$ cat config.mk
export PLATFORM = sky130hd
export DESIGN_NAME = rv_mem_bridge_flat
export DESIGN_NICKNAME = d
export VERILOG_FILES = /design/src/rtl/rv_mem_bridge_pkg.sv /design/src/rtl/rv_mem_bridge_if.sv /design/src/rtl/rv_mem_timeout.sv /design/src/rtl/rv_mem_bridge.sv /design/src/flat_wrapper.sv
export SDC_FILE = /design/constraint.sdc
export NUM_CORES = 1
export LEC_CHECK = 0
export ABC_CLOCK_PERIOD_IN_PS = 2600
export CAP_MARGIN = 25
export CORE_MARGIN = 5
export CORE_UTILIZATION = 50
export DETAILED_ROUTE_END_ITERATION = 8
export DONT_BUFFER_PORTS = 1
export MAX_ROUTING_LAYER = met4
export PLACE_DENSITY_LB_ADDON = 0.1
export SETUP_SLACK_MARGIN = 0.15
export SLEW_MARGIN = 40
export SYNTH_ARGS = -nofsm -noshare
export SYNTH_HDL_FRONTEND = slang
export SYNTH_SLANG_ARGS = --single-unit
$ cat constraint.sdc
create_clock -name clk -period 2.6 [get_ports clk]
set_input_delay 0.26 -clock clk [delete_from_list [all_inputs] [get_ports clk]]
set_output_delay 0.26 -clock clk [all_outputs]
set_load 0.01 [all_outputs]
$ cat src/rtl/rv_mem_bridge_pkg.sv
// Shared definitions for the memory-side bridge: FSM state codes, error data
// default and the per-instruction memory command record.
package rv_mem_bridge_pkg;

  localparam logic [1:0] ST_IDLE   = 2'd0;
  localparam logic [1:0] ST_ACCESS = 2'd1;
  localparam logic [1:0] ST_DONE   = 2'd2;
  localparam logic [1:0] ST_ERR    = 2'd3;

  localparam logic [31:0] ERR_DATA_DEFAULT = 32'hDEAD_BEEF;

  localparam int unsigned CMD_AW = 32;
  localparam int unsigned CMD_DW = 32;

  // Same layout the control FSM drives on its memory outputs.
  typedef struct packed {
    logic              we;
    logic              inv;
    logic [CMD_AW-1:0] addr;
    logic [CMD_DW-1:0] wdata;
  } mem_cmd_t;

endpackage

$ cat src/rtl/rv_mem_bridge_if.sv
// Word-addressed single-port SRAM bus with a req/ack handshake; the bridge is
// the master, the SRAM (or its model) the slave.
interface rv_mem_bridge_if #(
  parameter int AW = 32,
  parameter int DW = 32
);
  logic          req;
  logic          we;
  logic [AW-3:0] addr;
  logic [DW-1:0] wdata;
  logic [DW-1:0] rdata;
  logic          ack;

  modport master (output req, we, addr, wdata, input rdata, ack);
  modport slave  (input req, we, addr, wdata, output rdata, ack);
endinterface

$ cat src/rtl/rv_mem_timeout.sv
// 8-bit watchdog counter: clear, count while enabled, flag the last legal
// cycle. Saturates instead of wrapping.
module rv_mem_timeout #(
  parameter int unsigned LIMIT = 16
) (
  input  logic clk,
  input  logic rst_n,
  input  logic clr_i,
  input  logic en_i,
  output logic expire_o
);

  logic [7:0] cnt_q, cnt_d;

  always_comb begin
    cnt_d = cnt_q;
    if (clr_i) begin
      cnt_d = '0;
    end else if (en_i && cnt_q != 8'hFF) begin
      cnt_d = cnt_q + 8'd1;
    end
  end

  always_ff @(posedge clk or negedge rst_n) begin
    if (!rst_n) begin
      cnt_q <= '0;
    end else begin
      cnt_q <= cnt_d;
    end
  end

  assign expire_o = en_i && (cnt_q == 8'(LIMIT - 1));

endmodule

$ cat src/rtl/rv_mem_bridge.sv
// Memory stage: runs one core memory command against a variable-latency SRAM,
// with misalignment check, timeout watchdog and store-inverted data.
module rv_mem_bridge
  import rv_mem_bridge_pkg::*;
#(
  parameter int          AW       = 32,
  parameter int          DW       = 32,
  parameter int unsigned TIMEOUT  = 16,
  parameter logic [DW-1:0] ERR_DATA = DW'(ERR_DATA_DEFAULT)
) (
  input  logic          clk,
  input  logic          rst_n,
  input  logic          core_req_i,
  input  logic          core_we_i,
  input  logic          core_inv_i,
  input  logic [AW-1:0] core_addr_i,
  input  logic [DW-1:0] core_wdata_i,
  output logic [DW-1:0] core_rdata_o,
  output logic          core_done_o,
  output logic          core_err_o,
  output logic          core_busy_o,
  rv_mem_bridge_if.master sram
);

  logic [1:0]    state_q, state_d;
  logic          we_q, we_d;
  logic [AW-3:0] addr_q, addr_d;
  logic [DW-1:0] wdata_q, wdata_d;
  logic [DW-1:0] rdata_q, rdata_d;
  logic          aligned;
  logic          tmo_clr;
  logic          tmo_en;
  logic          tmo_expire;

  assign aligned = (core_addr_i[1:0] == 2'b00);
  assign tmo_en  = (state_q == ST_ACCESS);

  rv_mem_timeout #(.LIMIT(TIMEOUT)) u_timeout (
    .clk      (clk),
    .rst_n    (rst_n),
    .clr_i    (tmo_clr),
    .en_i     (tmo_en),
    .expire_o (tmo_expire)
  );

  always_comb begin
    // NOTE: every signal gets a default first so no path leaves it unassigned (no latch).
    state_d = state_q;
    we_d    = we_q;
    addr_d  = addr_q;
    wdata_d = wdata_q;
    rdata_d = rdata_q;
    tmo_clr = 1'b0;
    case (state_q)
      ST_IDLE: begin
        if (core_req_i) begin
          if (!aligned) begin
            state_d = ST_ERR;
            rdata_d = ERR_DATA;
          end else begin
            state_d = ST_ACCESS;
            we_d    = core_we_i;
            addr_d  = core_addr_i[AW-1:2];
            wdata_d = (core_we_i && core_inv_i) ? ~core_wdata_i : core_wdata_i;
            tmo_clr = 1'b1;
          end
        end
      end
      ST_ACCESS: begin
        // An ack in the expiry cycle still completes the access.
        if (sram.ack) begin
          state_d = ST_DONE;
          if (!we_q) begin
            rdata_d = sram.rdata;
          end
        end else if (tmo_expire) begin
          state_d = ST_ERR;
          rdata_d = ERR_DATA;
        end
      end
      default: state_d = ST_IDLE;
    endcase
  end

  always_ff @(posedge clk or negedge rst_n) begin
    if (!rst_n) begin
      state_q <= ST_IDLE;
      we_q    <= 1'b0;
      addr_q  <= '0;
      wdata_q <= '0;
      rdata_q <= '0;
    end else begin
      // NOTE: sequential state uses non-blocking assignments so all registers update together.
      state_q <= state_d;
      we_q    <= we_d;
      addr_q  <= addr_d;
      wdata_q <= wdata_d;
      rdata_q <= rdata_d;
    end
  end

  assign sram.req     = (state_q == ST_ACCESS);
  assign sram.we      = we_q;
  assign sram.addr    = addr_q;
  assign sram.wdata   = wdata_q;

  assign core_rdata_o = rdata_q;
  assign core_done_o  = (state_q == ST_DONE) || (state_q == ST_ERR);
  assign core_err_o   = (state_q == ST_ERR);
  assign core_busy_o  = (state_q != ST_IDLE);

endmodule

$ cat src/flat_wrapper.sv
// flat-port wrapper written by rule: the top's interface ports become plain ports
module rv_mem_bridge_flat import rv_mem_bridge_pkg::*;
#(
  parameter int          AW       = 32,
  parameter int          DW       = 32,
  parameter int unsigned TIMEOUT  = 16,
  parameter logic [DW-1:0] ERR_DATA = DW'(ERR_DATA_DEFAULT)
)
  (clk, rst_n, core_req_i, core_we_i, core_inv_i, core_addr_i, core_wdata_i, core_rdata_o, core_done_o, core_err_o, core_busy_o, sram_req, sram_we, sram_addr, sram_wdata, sram_rdata, sram_ack);
  rv_mem_bridge_if #(.AW(AW), .DW(DW)) sram_i ();
  input  logic clk;
  input  logic rst_n;
  input  logic core_req_i;
  input  logic core_we_i;
  input  logic core_inv_i;
  input  logic [AW-1:0] core_addr_i;
  input  logic [DW-1:0] core_wdata_i;
  output logic [DW-1:0] core_rdata_o;
  output logic core_done_o;
  output logic core_err_o;
  output logic core_busy_o;
  output wire logic [$bits(sram_i.req)-1:0] sram_req;
  output wire logic [$bits(sram_i.we)-1:0] sram_we;
  output wire logic [$bits(sram_i.addr)-1:0] sram_addr;
  output wire logic [$bits(sram_i.wdata)-1:0] sram_wdata;
  input wire logic [$bits(sram_i.rdata)-1:0] sram_rdata;
  input wire logic [$bits(sram_i.ack)-1:0] sram_ack;
  assign sram_req = sram_i.req;
  assign sram_we = sram_i.we;
  assign sram_addr = sram_i.addr;
  assign sram_wdata = sram_i.wdata;
  assign sram_i.rdata = sram_rdata;
  assign sram_i.ack = sram_ack;
  rv_mem_bridge #(.AW(AW), .DW(DW), .TIMEOUT(TIMEOUT), .ERR_DATA(ERR_DATA)) u_core (.clk(clk), .rst_n(rst_n), .core_req_i(core_req_i), .core_we_i(core_we_i), .core_inv_i(core_inv_i), .core_addr_i(core_addr_i), .core_wdata_i(core_wdata_i), .core_rdata_o(core_rdata_o), .core_done_o(core_done_o), .core_err_o(core_err_o), .core_busy_o(core_busy_o), .sram(sram_i));
endmodule
**Yosys cells after proc, flatten, opt, wreduce, memory -nomap -nowiden**

Index checks and enable logic that the tools add are counted.

- Flip-flop bits (word level): 105
- Bits in latches: 0
- RAM bits: 0
- ROM bits: 0
- Output and inout port bits: 99
- Word-level logic and storage cells: 46
- Memories: 0

- Add/sub/neg operators: 1
- Multiply operators: 0
- Div/mod/pow operators: 0
- Magnitude comparators: 0
- Eq/ne operators: 9
- Shift-type cells: 0
- Multiplexer cells: 17
- Bitwise logic cells: 1
- Reduce and logical (&&, ||, !) cells: 12

Operators by type and width:

| operator | count |
|---|---|
| $mux W32 | 6 |
| $pmux W32 S2 | 1 |
| $not A32 Y32 | 1 |
| $mux W8 | 2 |
| $add A8 B1 Y8 const B | 1 |
| $eq A8 B4 Y1 const B | 1 |
| $mux W2 | 4 |
| $ne A8 B8 Y1 const B | 1 |
| $reduce_bool A2 Y1 | 3 |
| $reduce_and A5 Y1 | 1 |
| $eq A2 B2 Y1 const B | 2 |
| $logic_not A2 Y1 | 2 |
| $ne A2 B2 Y1 const B | 2 |
| $pmux W2 S2 | 1 |
| $logic_and A1 B1 Y1 | 3 |
| $mux W1 | 3 |
| $ne A3 B2 Y1 const B | 1 |
| $ne A3 B3 Y1 const B | 1 |
| $reduce_and A3 Y1 | 1 |
| $eq A2 B1 Y1 const B | 1 |
| $reduce_and A2 Y1 | 1 |
| $logic_or A1 B1 Y1 | 1 |

**Depth between registers and ports, before layout**

Gate-level depths: netlist (run 1).

- Depth in word-level cells: 5
- Mapped depth: 7
- Gate-level depth less buffers: 5

**Modules after synthesis**

Synthesis (run 1) repeated with hierarchy kept, for this count alone.

- Cell total of the unflattened synthesis: 342
- Area total of the unflattened synthesis: 4538.1 µm²

By module, submodules not included:

| module | instances | cells an instance | area each (µm²) |
|---|---|---|---|
| rv_mem_bridge | 1 | 294 | 4047.6 |
| rv_mem_timeout | 1 | 48 | 490.5 |

**Least setup slack after synthesis (run 1)**

OpenSTA, ideal clock, no wires.

- Kind: flip-flop to flip-flop
- Start: register u_core.u_timeout.cnt_q[4]
- End: register u_core.rdata_q[0], in the netlist u_core.core_rdata_o[0]
- Arrival: 1693 ps
- Data required time: 2475 ps
- Slack: 782 ps
- Cell stages (with the launch flop): 6
- Buffers on the path: 1
- Period minus slack after synthesis: 1818 ps
- Cell sequence: dfrtp_1 -> or4_4 -> nor3_2 -> o21ai_2 -> buf_6 -> mux2_4

- Longest elaborated chain between the ends: 4

RTL lines:

| what | RTL line | source |
|---|---|---|
| start, declared | rv_mem_timeout.sv:13 | `logic [7:0] cnt_q, cnt_d;` |
| start signal, assigned | rv_mem_timeout.sv:28 | `cnt_q <= cnt_d;` |
| $eq A8 B4 Y1 | rv_mem_timeout.sv:32 | `assign expire_o = en_i && (cnt_q == 8'(LIMIT - 1));` |
| $logic_and A1 B1 Y1 | rv_mem_timeout.sv:32 |  |
| $ne A3 B2 Y1 (no source line) | n/a |  |
| $reduce_and A5 Y1 (no source line) | n/a |  |
| end signal, assigned | rv_mem_bridge.sv:98 | `rdata_q <= rdata_d;` |
| end, declared | rv_mem_bridge.sv:29 | `logic [DW-1:0] rdata_q, rdata_d;` |

Every way passes these cells.
A chain may end at the register's enable or synchronous reset.

**Worst setup path in the final report (run 1)**

- Start: register u_core.u_timeout.cnt_q[5]
- End: register u_core.rdata_q[9], in the netlist u_core.core_rdata_o[9]

Same word-level chain as after synthesis.

==> results of run 1 <==
==> area by class of cell <==
| cell class | count | area (um2) |
|---|---|---|
| clock buffers | 11 | 151 |
| clock inverters | 5 | 45.0 |
| fillers | 787 | 3890 |
| inverters | 12 | 45.0 |
| multi-input cells | 299 | 1850 |
| flip-flops and latches | 105 | 2630 |
| well taps | 111 | 139 |
| repair buffers | 36 | 365 |
==> per-layer routing <==
layer | share of wire | global-route usage
met1 | 0.41 | 0.234
met2 | 0.49 | 0.307
met3 | 0.084 | 0.0619
met4 | 0.018 | 0.0490
met5 | 0 | -
==> registers in the layout, indices dropped and copies added (netlist names) <==
signal                  cells
u_core.core_rdata_o        32
u_core.sram.we              1
u_core.sram.addr           30
u_core.sram.wdata          32
u_core.u_timeout.cnt_q      8
u_core.state_q              2
==> timing repair <==
item | 4_1_cts | 5_1_grt
resized for setup | 0 | 0
hold buffers | 25 | 2
endpoints found under the hold margin | 130 | 107
buffers inserted | 0 | 0
==> through the flow <==
stage	cells	total power, uW	setup slack [ns]	hold slack, ns
after floorplan	441	4050	0.782	-0.0356
after global placement	534	4380	0.313	-0.0332
after detailed placement	536	4470	0.492	-0.0329
after CTS	577	5510	0.479	-0.442
after global routing	579	5830	0.416	-0.461
final	579	5440	0.489	-0.416
==> layout by cell type, fill, tap and decap left out, types with 3 or more instances in the layout <==
cell type	instances
nand2_1	135
o211ai_1	4
dfrtp_1	105
nor2_1	9
clkbuf_8	11
o21ai_0	35
mux2i_1	10
nand2b_1	24
xor2_1	36
buf_4	6
inv_1	12
and3_1	3
dlygate4sd3_1	27
mux2_4	22
==> power groups by stage <==
stage	combinational [uW]	sequential [uW]	clock (uW)
2_1_floorplan	1090	2970	0
3_3_place_gp	1200	3180	0
3_5_place_dp	1290	3180	0
4_1_cts	1310	3160	1040
5_1_grt	1490	3230	1110
6_report	1300	3140	997
==> cell families (layout without fill, tap and decap cells) <==
kind of cell | Yosys count | count (layout) | share of synthesized area
XOR/XNOR | 36 | 36 | 0.0684
AO/OA/AOI/OAI | 46 | 46 | 0.0554
buffers and inverters | 37 | 64 | 0.0350
multiplexers | 34 | 34 | 0.0982
adder cells (fa/ha/maj) | 1 | 1 | 0.00271
AND/OR/NAND/NOR | 182 | 182 | 0.170
flip-flops | 105 | 105 | 0.570
==> worst paths after layout <==
path / start / endpoint / slack, ns / cells after the start
worst min-delay path: rst_n / u_core.sram.wdata[16]$_DFFE_PN0P_ / -0.42 / 0
max in group asynchronous: rst_n / u_core.u_timeout.cnt_q[3]$_DFFE_PN0P_ / 2.87 / 0
worst max register to register: u_core.u_timeout.cnt_q[5]$_DFFE_PN0P_ / u_core.core_rdata_o[9]$_DFFE_PN0P_ / 0.49 / 6
min in group clk: core_addr_i[15] / u_core.sram.addr[13]$_DFFE_PN0P_ / 0.02 / 2
worst min register to register: u_core.u_timeout.cnt_q[4]$_DFFE_PN0P_ / u_core.u_timeout.cnt_q[4]$_DFFE_PN0P_ / 0.54 / 1
worst max-delay path: u_core.u_timeout.cnt_q[5]$_DFFE_PN0P_ / u_core.core_rdata_o[9]$_DFFE_PN0P_ / 0.49 / 6
==> results, run 1 <==
- In the post-synthesis netlist, the cell with the most instances is nand2_1.
- Walking the worst path, the cells encountered are or4_4 -> nor3_2 -> o21ai_4 -> buf_8 -> buf_8 -> mux2_4.
- The core region is 9110 um2.
- In this run, distinct cell masters in the synthesized netlist total 30.
- Buffers placed on the I/O ports in this run total 0.
- The highest achievable clock rate is 0.474 GHz.
- The clock share of power is 0.183.
- STA classifies the critical path startpoint as a register.
- The final weighted congestion of routability-driven global placement is 0.773.
- Along the worst path, the maximum fanout reaches 13.
- The pin count of the biggest net entering global routing is 106.
- The instance area after placement is approximately 4800 um2.
- For this run, the leading register cell type out of synthesis is dfrtp_1.
- With fillers left out, the area of the finished cells amounts to 5220 um2.
- The average wire per cell in the routed design is around 18 um.
- For this run, the total global-route usage over all layers was measured as 0.191.
- The sequential power share is 0.577.
- Setup repair after global routing left no endpoint under its margin.
- Max-cap violations in this run came to 0.
- The count of nets left with antenna violations after detail routing is 0.
- Of the total power, the share spent switching nets is 0.382.
- Of all flip-flops after synthesis, the portion carrying an async set or reset was 1.00.
- The width of the chip is 106 um.
- In this run, CTS created clock tree buffers numbering 9.
- The path type of the worst min-delay path is input port to asynchronous set/reset pin.
- The count of pins over their slew limit came to 0.
- The die extent in y is 106 um.
- The final antenna diode count is 0.
- By count the netlist is led by nand2_1 (135), dfrtp_1 (105), xor2_1 (36).
- The count of yosys warnings during synthesis is 0.
- 201 I/O pins were placed.
- In this run the clock root is driven by a clkbuf_8.
- The minimum clock period after layout is 2.11 ns.
- After the first detailed-routing iteration, the DRC count stood at 145.
- The number of antenna violations at the first check in global routing is 0.
- The critical path endpoint category is a register.
- The data arrival time of the critical path is 2.35 ns.
- The required time reported for the critical path endpoint is 2.84 ns.
- The worst slew margin relative to its limit is 0.675.
- The cell count after synthesis came out at 441.
- The cell taking the most area after synthesis is dfrtp_1.
- In the finished design, the share of the clock period the worst path needs comes to 0.812.
- The worst-case vdd ir drop is around 0.45 mV.
- After routing, the total negative slack on setup checks comes to 0 ns.
- The number of nets in the synthesized netlist is ~540.
- The power dissipated by switching net loads is 2080 uW.
- Of the total power, combinational logic draws 0.239.
- The die outline area is 11200 um2.
- The worst slack on hold paths is -0.416 ns.
- Together, buffers and inverters on the worst path number 2.
- In this run, synthesis produced a sequential element count of 105.
- The cell with the biggest individual delay on the critical path is or4_4.
- By area the synthesized netlist is led by dfrtp_1 (57%), nand2_1 (11%), mux2_4 (7.2%).
- In this run the static leakage power is 0.00245 uW.
- The standard-cell row count is 35.
- The deepest level of the CTS H-tree is 3.
- Detailed routing inserted a total of 2996 vias.
- The sequential element share of the synthesized area is 0.570.
- The worst-case clock skew is roughly 0.018 ns.
- The count of flip-flops with a built-in enable after synthesis is 0.
- The synthesized netlist occupies a cell area of roughly 4600 um2.
- After the last flow step, the layout net total stands at around 570.
- The clock net in this run drives a total of around 110 sinks.
- The global-route wire length before repair is 16500 um.
- The TritonCTS clock tree is done.
- The number of hold violations in the final report was 105.
- Dividing the detail-routed via count by the number of cells gives slightly above 5.
- For this block, the routed nets add up to 10300 um of wire.
- The critical path is of the register to register type.
- The fraction of layout instances using a drive strength above 1 is 0.115.
- The largest single stage delay on the critical path is 0.54 ns.
- The number of global-route vias before repair came to 3104.
- The ratio of total power to cell area is 1040 nW/um2.
- The final reports fail on hold timing.
- The final global-route overflow total is 0.
- The placed wire-length estimate after detailed placement is 7030 um.
- The initial standard-cell utilization of the core is 0.506.
- The number of endpoints failing setup at the final stage is 0.
- A synthesized cell averages about 10 um2.
- For the pin with the worst max-slew slack, the measured transition is 0.484 ns.
- The top-area cell type share of the netlist area is 0.570.
- Internal power comes to 3360 uW.
- The flow ran to the end, but the final reports show violations.
- The residual DRC count is 0.
- The utilization after layout is 0.573.
- The longest clock path from root to sink contains 2 buffers.
- The cell with the most instances on the worst path is buf_8.
- The clock-pin transition on the worst setup and hold timing paths is 0.10 ns.
- The kind of cell with the highest combined delay along the critical path is simple AND/OR/NAND/NOR gates.
- At the later pin of the worst-skew pair, clock insertion delay measures 0.36 ns.
- The layout overhead on the synthesized area is 13.2%.
- The pre-antenna-repair detailed-routing pass consisted of 5 iterations.
No activity file was read; power rests on OpenSTA's default activity.
==> run 2: changes to the inputs <==
--- a/config.mk
+++ b/config.mk
@@ -5,7 +5,7 @@
 export SDC_FILE = /design/constraint.sdc
 export NUM_CORES = 1
 export LEC_CHECK = 0
-export ABC_CLOCK_PERIOD_IN_PS = 2600
+export ABC_CLOCK_PERIOD_IN_PS = 2200
 export CAP_MARGIN = 25
 export CORE_MARGIN = 5
 export CORE_UTILIZATION = 50
==> constraint.sdc (replaced) <==
create_clock -name clk -period 2.2 [get_ports clk]
set_input_delay 0.22 -clock clk [delete_from_list [all_inputs] [get_ports clk]]
set_output_delay 0.22 -clock clk [all_outputs]
set_load 0.01 [all_outputs]
==> results, run 2 (synthesis results as in run 1) <==
- The deepest level of the CTS H-tree came to 3 (unchanged).
- The worst setup path is launched from a register.
- The data arrival time of the critical path is 2.21 ns (-0.14 ns).
- The layout overhead on the synthesized area is 17.3%.
- The number of endpoints failing setup at the final stage came to 0 (unchanged).
- The met3 routing resource usage after global routing was 0.0680 (+0.00607).
- The worst slack on hold paths was -0.459 ns (-0.0425 ns).
- The worst slew margin relative to its limit is 0.667 (-0.00751).
- The worst-case vdd ir drop was 0.581 mV (+28%).
- The standard-cell row count is 35 (unchanged).
- The total via count in the routed design is 3111 (+3.8%).
- The minimum clock period after layout is 1.96 ns (-0.153 ns).
- The area of the core is 9110 um2 (unchanged).
- The final weighted congestion of routability-driven global placement was 0.784 (+1.4%).
- The final setup TNS came to 0 ns (unchanged).
- The residual DRC count is 0 (unchanged).
- The clock-pin transition on the worst setup and hold timing paths is 0.12 ns (+0.02 ns).
- The cell with the biggest individual delay on the critical path is or4_4.
- The final critical-path share of the clock period is 0.890 (+0.0780).
- The fraction of layout instances using a drive strength above 1 came to 0.129 (+0.0137).
- The highest achievable clock rate was 0.511 GHz (+7.8%).
- The initial standard-cell utilization of the core is 0.506 (unchanged).
- The checks that failed: hold timing.
- The global routing met2 resource utilization came to 0.308 (+0.000911).
- The final global-route overflow total came to 0 (unchanged).
- The max capacitance violation total came to 0 (unchanged).
- The worst setup slack for register-to-register paths is 0.24 ns (-0.25 ns).
- The launch instance of the worst register-to-register path is u_core.u_timeout.cnt_q[4]$_DFFE_PN0P_.
- The classification of the worst setup path is register to register.
- The number of hold violations in the final report came to 105 (unchanged).
- The flow ran to the end, but the final reports show violations.
- The number of global-route vias before repair is 3240 (+4.4%).
- The final antenna diode count came to 0 (unchanged).
- The worst-case clock buffer depth is 2 (unchanged).
- The stage delay of the slowest cell on the critical path is 0.56 ns (+0.02 ns).
- The maximum fanout encountered on the critical timing path is 10 (-3).
- The number of instances in the placed design is 543 (+1.3%).
- The ratio of total power to cell area came to 1220 nW/um2 (+17%).
- The worst-case clock skew was 0.0119 ns (-0.00569 ns).
- The tree is rooted in a clkbuf_8.
- The utilization after layout was 0.594 (+0.0207).
- The width of the chip is 106 um (unchanged).
- The transition time at the pin with the least slew margin was 0.496 ns (+0.0112 ns).
- The number of I/O port buffers is 0 (unchanged).
- TritonCTS built the clock tree.
- The leakage power is 0.00254 uW (+3.9%).
- The minimum setup slack after placement is 0.151 ns (-0.342 ns).
- The number of nets in the finished design is 586 (+3.5%).
- The number of placed I/O pins is 201 (unchanged).
- The number of iterations in the first detailed-routing pass is 4 (-1).
- The worst setup path is captured at a register.
- The met1 usage is 0.237 (+0.00281).
- The clock latency at the later pin of the worst-skew pair was 0.37 ns (about the same).
- The count of pins over their slew limit was 0 (unchanged).
- The count of buffer and inverter cells on the critical path came to 1 (-1).
- The clock sink count is 105 (unchanged).
- The number of DRC violations after detailed-routing iteration 0 is 192 (+32%).
- The sum of internal, switching and leakage power came to 6590 uW (+21%).
- After global routing, the most crowded layer is met2.
- Leaving out fill and tap cells, the most frequent cell in the layout is nand2_1.
- On the critical path the largest part of the delay comes from simple AND/OR/NAND/NOR gates.
- The required time reported for the critical path endpoint is 2.45 ns (-0.39 ns).
- In the layout the commonest cells are nand2_1 (135), dfrtp_1 (105), dlygate4sd3_1 (38).
- The final cell count without fillers came to 599 (+3.5%).
- The hold-fix buffer count after cts came to 38 (+52%).
- The number of clock buffers inserted by TritonCTS is 9 (unchanged).
- The critical register-to-register path endpoint is u_core.core_rdata_o[27]$_DFFE_PN0P_.
- The die extent in y was 106 um (unchanged).
- The path type of the worst min-delay path is input port to asynchronous set/reset pin.
- The average wire per cell in the routed design is 17.6 um (-1.4%).
- The placed wire-length estimate after detailed placement came to 7140 um (+1.5%).
- The die outline area is 11200 um2 (unchanged).
- The global-route usage over all layers is 0.193 (+0.00245).
- The via density per instance is 5.19 (+0.37%).
- The count of nets left with antenna violations after detail routing is 0 (unchanged).
- The number of antenna violations at the first check in global routing is 0 (unchanged).
- Setup repair after global routing left no endpoint under its margin.
- The routed wire length is 10600 um (+2.0%).
- The signal on the critical path passes through or4_4 -> nor3_2 -> o21ai_4 -> buf_8 -> mux2_4.
- The pin count of the biggest net entering global routing is 106 (unchanged).
- The worst-case reg-to-reg path depth is 5 (-1).
- The worst-case setup margin in the final layout was 0.242 ns (-0.247 ns).
- The global-route wire length before repair is 17000 um (+3.0%).
-- run 2: changes by cell type in the layout (fill, tap and decap cells not counted), sizes merged --
cell and change:
dlygate4sd3 +11, buf +9, clkinv +3, clkbuf -2, clkinvlp -1
-- run 2: area by class of cell --
cell class	instances	area [um2]
Fill cell	779	3700
Multi-Input combinational cell	299	1850
Inverter	12	45.0
Clock buffer	9	124
Timing Repair Buffer	56	556
Tap cell	111	139
Clock inverter	7	71.3
Sequential cell	105	2630
-- run 2: metal layers --
layer | vias to the layer above | routed length, um
li1 | 1489 | -
met4 | 0 | 148
met2 | 136 | 5130
met5 | - | 0
met3 | 17 | 997
met1 | 1469 | 4280
-- run 2: timing repair --
action | CTS | global route
buffers inserted | 2 | 0
gates resized for setup | 0 | 0
hold endpoints to repair | 143 | 105
setup endpoints to repair | 12 | 0
-- run 2: through the flow --
step	cell area, um2	hold slack (ns)
after floorplan	4610	-0.0756
after global placement	4780	-0.0732
after detailed placement	4810	-0.0730
after CTS	5410	-0.492
after global routing	5410	-0.503
final	5410	-0.459
-- run 2: power breakdown --
part           internal (uW)  switching, uW
clock                    444            719
sequential              2710            960
combinational            893            858
-- run 2: worst max path at each step --
stage | end | cells after the start | from
after CTS | u_core.core_rdata_o[27]$_DFFE_PN0P_ | 5 | u_core.u_timeout.cnt_q[4]$_DFFE_PN0P_
after global routing | u_core.core_rdata_o[17]$_DFFE_PN0P_ | 6 | u_core.u_timeout.cnt_q[4]$_DFFE_PN0P_
after floorplan | u_core.core_rdata_o[0]$_DFFE_PN0P_ | 5 | u_core.u_timeout.cnt_q[4]$_DFFE_PN0P_
after global placement | u_core.core_rdata_o[21]$_DFFE_PN0P_ | 5 | u_core.u_timeout.cnt_q[0]$_DFFE_PN0P_
final | u_core.core_rdata_o[27]$_DFFE_PN0P_ | 5 | u_core.u_timeout.cnt_q[4]$_DFFE_PN0P_
after detailed placement | u_core.core_rdata_o[27]$_DFFE_PN0P_ | 5 | u_core.u_timeout.cnt_q[4]$_DFFE_PN0P_
==> run 3: changes to the inputs <==
--- a/config.mk
+++ b/config.mk
@@ -5,6 +5,7 @@
 export SDC_FILE = /design/constraint.sdc
 export NUM_CORES = 1
 export LEC_CHECK = 0
+export ABC_AREA = 1
 export ABC_CLOCK_PERIOD_IN_PS = 2200
 export CAP_MARGIN = 25
 export CORE_MARGIN = 5
==> results, run 3 <==
- The run finished, with violations left.
- The final reports fail on hold timing.
- The clock-pin transition on the worst setup and hold timing paths came to 0.10 ns (-0.02 ns).
- Setup repair after global routing left no endpoint under its margin.
- The number of nets in the finished design was 663 (+13%).
- The worst-case clock buffer depth is 2 (unchanged).
- The hold-fix buffer count after cts is 31 (-18%).
- The launching element type of the critical path is a register.
- The minimum clock period after layout was 1.85 ns (-0.107 ns).
- The classification of the worst setup path is register to register.
- The most numerous cell type found on the critical path is nand2_1.
- The switching fraction of total power is 0.418 (+0.0324).
- The residual DRC count is 0 (unchanged).
- The pin count of the biggest net entering global routing is 106 (unchanged).
- The width of the chip is 107 um (+0.91%).
- The sum of internal, switching and leakage power is 6940 uW (+5.4%).
- The count of flip-flops with a built-in enable after synthesis is 0 (unchanged).
- The top cell types in the final layout, fill and taps aside, are nand2_1 (229), dfrtp_1 (105), o21ai_0 (34).
- The clock share of power is 0.167 (-0.010).
- The TritonCTS clock tree is done.
- The stage delay of the slowest cell on the critical path is 0.46 ns (-0.10 ns).
- The final weighted congestion of routability-driven global placement is 0.823 (+4.9%).
- The worst-case reg-to-reg path depth is 7 (+2).
- The via density per instance is 5.15 (-0.88%).
- The count of state elements after synthesis came to 105 (unchanged).
- The cell-internal power was 4040 uW (-0.17%).
- The post-synthesis cell area is 4700 um2 (+2.0%).
- The critical register-to-register path endpoint is u_core.core_rdata_o[20]$_DFFE_PN0P_.
- By instance count, the leading cell after synthesis is nand2_1.
- The ratio of total power to cell area is 1320 nW/um2 (+8.5%).
- The worst-case vdd ir drop came to 0.547 mV (-6.0%).
- The highest achievable clock rate is 0.540 GHz (+5.8%).
- Compared with the post-synthesis result, the final layout area differs by 11.7%.
- The synthesized design spends more area on one cell type than any other, namely dfrtp_1.
- The placed wire-length estimate after detailed placement is 7420 um (+4.0%).
- The required time reported for the critical path endpoint is 2.45 ns (about the same).
- The routed wire length is 11000 um (+4.7%).
- The number of hold violations in the final report came to 105 (unchanged).
- The distinct cell type count of the synthesized netlist is 26 (-13%).
- Counting instances in the post-synthesis netlist gives the leading cell types as nand2_1 (229), dfrtp_1 (105), o21ai_0 (34).
- The data arrival time of the critical path is 2.10 ns (-0.11 ns).
- The worst slack on hold paths is -0.458 ns (+0.000998 ns).
- The number of I/O port buffers was 0 (unchanged).
- The maximum fanout encountered on the critical timing path is 32 (+22).
- The count of pins over their slew limit is 0 (unchanged).
- The standard-cell row count is 35 (unchanged).
- The global-route wire length before repair is 17700 um (+4.0%).
- The launch instance of the worst register-to-register path is u_core.state_q[1]$_DFFE_PN0P_.
- The leakage power is 0.00262 uW (+3.2%).
- The sequential power share is 0.560 (+0.002).
- The die outline area was 11400 um2 (+1.8%).
- The clock latency at the later pin of the worst-skew pair was 0.36 ns (about the same).
- The max capacitance violation total is 0 (unchanged).
- The number of antenna violations at the first check in global routing is 0 (unchanged).
- The path type of the worst min-delay path is input port to asynchronous set/reset pin.
- The number of endpoints failing setup at the final stage is 0 (unchanged).
- The sequential element share of the synthesized area came to 0.559 (-0.0112).
- The final critical-path share of the clock period is 0.841 (-0.0487).
- The number of buffers added for setup after CTS was 0 (-2).
- The utilization after layout is 0.571 (-0.0224).
- The deepest level of the CTS H-tree is 3 (unchanged).
- The average size of a mapped cell is 8.73 um2 (-17%).
- The final antenna diode count is 0 (unchanged).
- The number of clock buffers inserted by TritonCTS was 9 (unchanged).
- The fraction of layout instances using a drive strength above 1 came to 0.0619 (-0.0672).
- The number of nets produced by synthesis is 642 (+18%).
- The transition time at the pin with the least slew margin is 0.676 ns (+0.181 ns).
- The die extent in y is 107 um (+0.91%).
- The share of total power in combinational logic is 0.272 (+0.006).
- The most used flip-flop cell after synthesis is dfrtp_1.
- The area of the core was 9200 um2 (+0.96%).
- The final design area excluding fillers came to 5260 um2 (-2.8%).
- The count of yosys warnings during synthesis came to 0 (unchanged).
- The initial standard-cell utilization of the core is 0.511 (+0.00525).
- The final global-route overflow total is 0 (unchanged).
- The clock sink count is 105 (unchanged).
- The power dissipated by switching net loads came to 2900 uW (+14%).
- Leaving out fill and tap cells, the most frequent cell in the layout is nand2_1.
- The number of placed I/O pins is 201 (unchanged).
- The global-route usage over all layers is 0.198 (+0.00510).
- The worst setup path is captured at a register.
- The number of instances in the synthesized netlist was 539 (+22%).
- The filler cell count in the final layout is 855 (+9.8%).
- The instance area after placement came to 4740 um2 (-1.3%).
- The number of DRC violations after detailed-routing iteration 0 was 249 (+30%).
- The worst slew margin relative to its limit is 0.549 (-0.119).
- The worst-case clock skew was 0.0104 ns (-0.00150 ns).
- The worst setup slack for register-to-register paths came to 0.35 ns (+0.11 ns).
- The number of iterations in the first detailed-routing pass is 4 (unchanged).
- Ranked by total cell area, the synthesized netlist is headed by dfrtp_1 (56%), nand2_1 (18%), xor2_1 (6.1%).
- The largest individual stage delay along the critical path comes from the cell dfrtp_1.
- Walking the worst path, the cells encountered are nor2_2 -> nand2_1 -> nand2_1 -> nor2_4 -> nand2_4 -> nand2_1 -> nand2_1.
- The number of global-route vias before repair is 3457 (+6.7%).
- The final setup TNS is 0 ns (unchanged).
- The count of nets left with antenna violations after detail routing is 0 (unchanged).
- Clock tree synthesis selected as its root buffer the cell clkbuf_8.
- The top-area cell type share of the netlist area is 0.559 (-0.0112).
- The total via count in the routed design came to 3480 (+12%).
- The share of synthesized flip-flops with an asynchronous set or reset is 1.00 (unchanged).
- The average wire per cell in the routed design is 16.3 um (-7.2%).
[run 3: cell types whose count changed after synthesis, moves of 8 or more]
cell / before / now
buf_2: 0 / 13
clkbuf_1: 16 / 7
or2_0: 0 / 10
nand3_1: 3 / 30
mux2i_1: 10 / 0
nor2_1: 9 / 17
nand2b_1: 24 / 0
nand2_1: 135 / 229
nand3b_1: 0 / 8
or2_1: 0 / 10
mux2_4: 22 / 0
[run 3: cell families (layout without fill, tap and decap cells)]
family          Yosys count  after routing  synth area share
compound gates           38             38            0.0431
xor+xnor                 33             33            0.0615
fa+ha+maj                 1              1           0.00266
buf+inv                  43             68            0.0447
flops                   105            105             0.559
simple gates            319            320             0.289
[run 3: area by class of cell]
cell class	instances	area (um2)	area share
flip-flops and latches	105	2630	0.500
multi-input cells	392	1880	0.359
clock inverters	4	53.8	0.0102
inverters	14	52.6	0.0100
well taps	111	139	0.0264
repair buffers	38	363	0.0690
clock buffers	12	135	0.0257
[run 3: what timing repair did]
action / 4_1_cts / 5_1_grt
gates resized for setup: 1 / 0
endpoints found under the setup margin: 32 / 0
endpoints found under the hold margin: 136 / 105
[run 3: worst max-delay path: cells and delay by family (launching register included)]
kind	cells	cell delay [ns]
and+or+nand+nor	7	1.28
DFF	1	0.46
[run 3: how the worst max path moves through the flow]
stage,start,end,cells after the start
5_1_grt,u_core.state_q[1]$_DFFE_PN0P_,u_core.core_rdata_o[20]$_DFFE_PN0P_,7
4_1_cts,u_core.state_q[1]$_DFFE_PN0P_,u_core.core_rdata_o[18]$_DFFE_PN0P_,7
3_5_place_dp,u_core.state_q[1]$_DFFE_PN0P_,u_core.core_rdata_o[18]$_DFFE_PN0P_,7
6_report,u_core.state_q[1]$_DFFE_PN0P_,u_core.core_rdata_o[20]$_DFFE_PN0P_,7
2_1_floorplan,u_core.u_timeout.cnt_q[1]$_DFFE_PN0P_,u_core.core_rdata_o[22]$_DFFE_PN0P_,7
3_3_place_gp,u_core.state_q[1]$_DFFE_PN0P_,u_core.core_rdata_o[23]$_DFFE_PN0P_,7
[run 3: power by group through the flow]
stage	Clock, uW	Combinational [uW]	Sequential, uW
detailed placement	0	1840	3930
floorplan	0	1580	3680
finish	1160	1890	3890
global placement	0	1760	3930
global route	1280	2220	4000
CTS	1200	1910	3910
[run 3: per-stage QoR]
step	std cells	hold WS, ns	setup WS [ns]
detailed placement	628	-0.0731	-0.132
global placement	628	-0.0730	-0.0552
CTS	676	-0.474	0.322
global route	676	-0.494	0.173
floorplan	539	-0.0756	0.836
finish	676	-0.458	0.350
[run 3: metal layers]
layer / share of wire / wire length, um / GRT usage / up-vias
met3: 0.086 / 954 / 0.0614 / 15
met5: 0 / 0 / - / -
met4: 0.016 / 180 / 0.0575 / 0
li1: - / - / - / 1716
met2: 0.47 / 5170 / 0.301 / 138
met1: 0.43 / 4740 / 0.258 / 1611
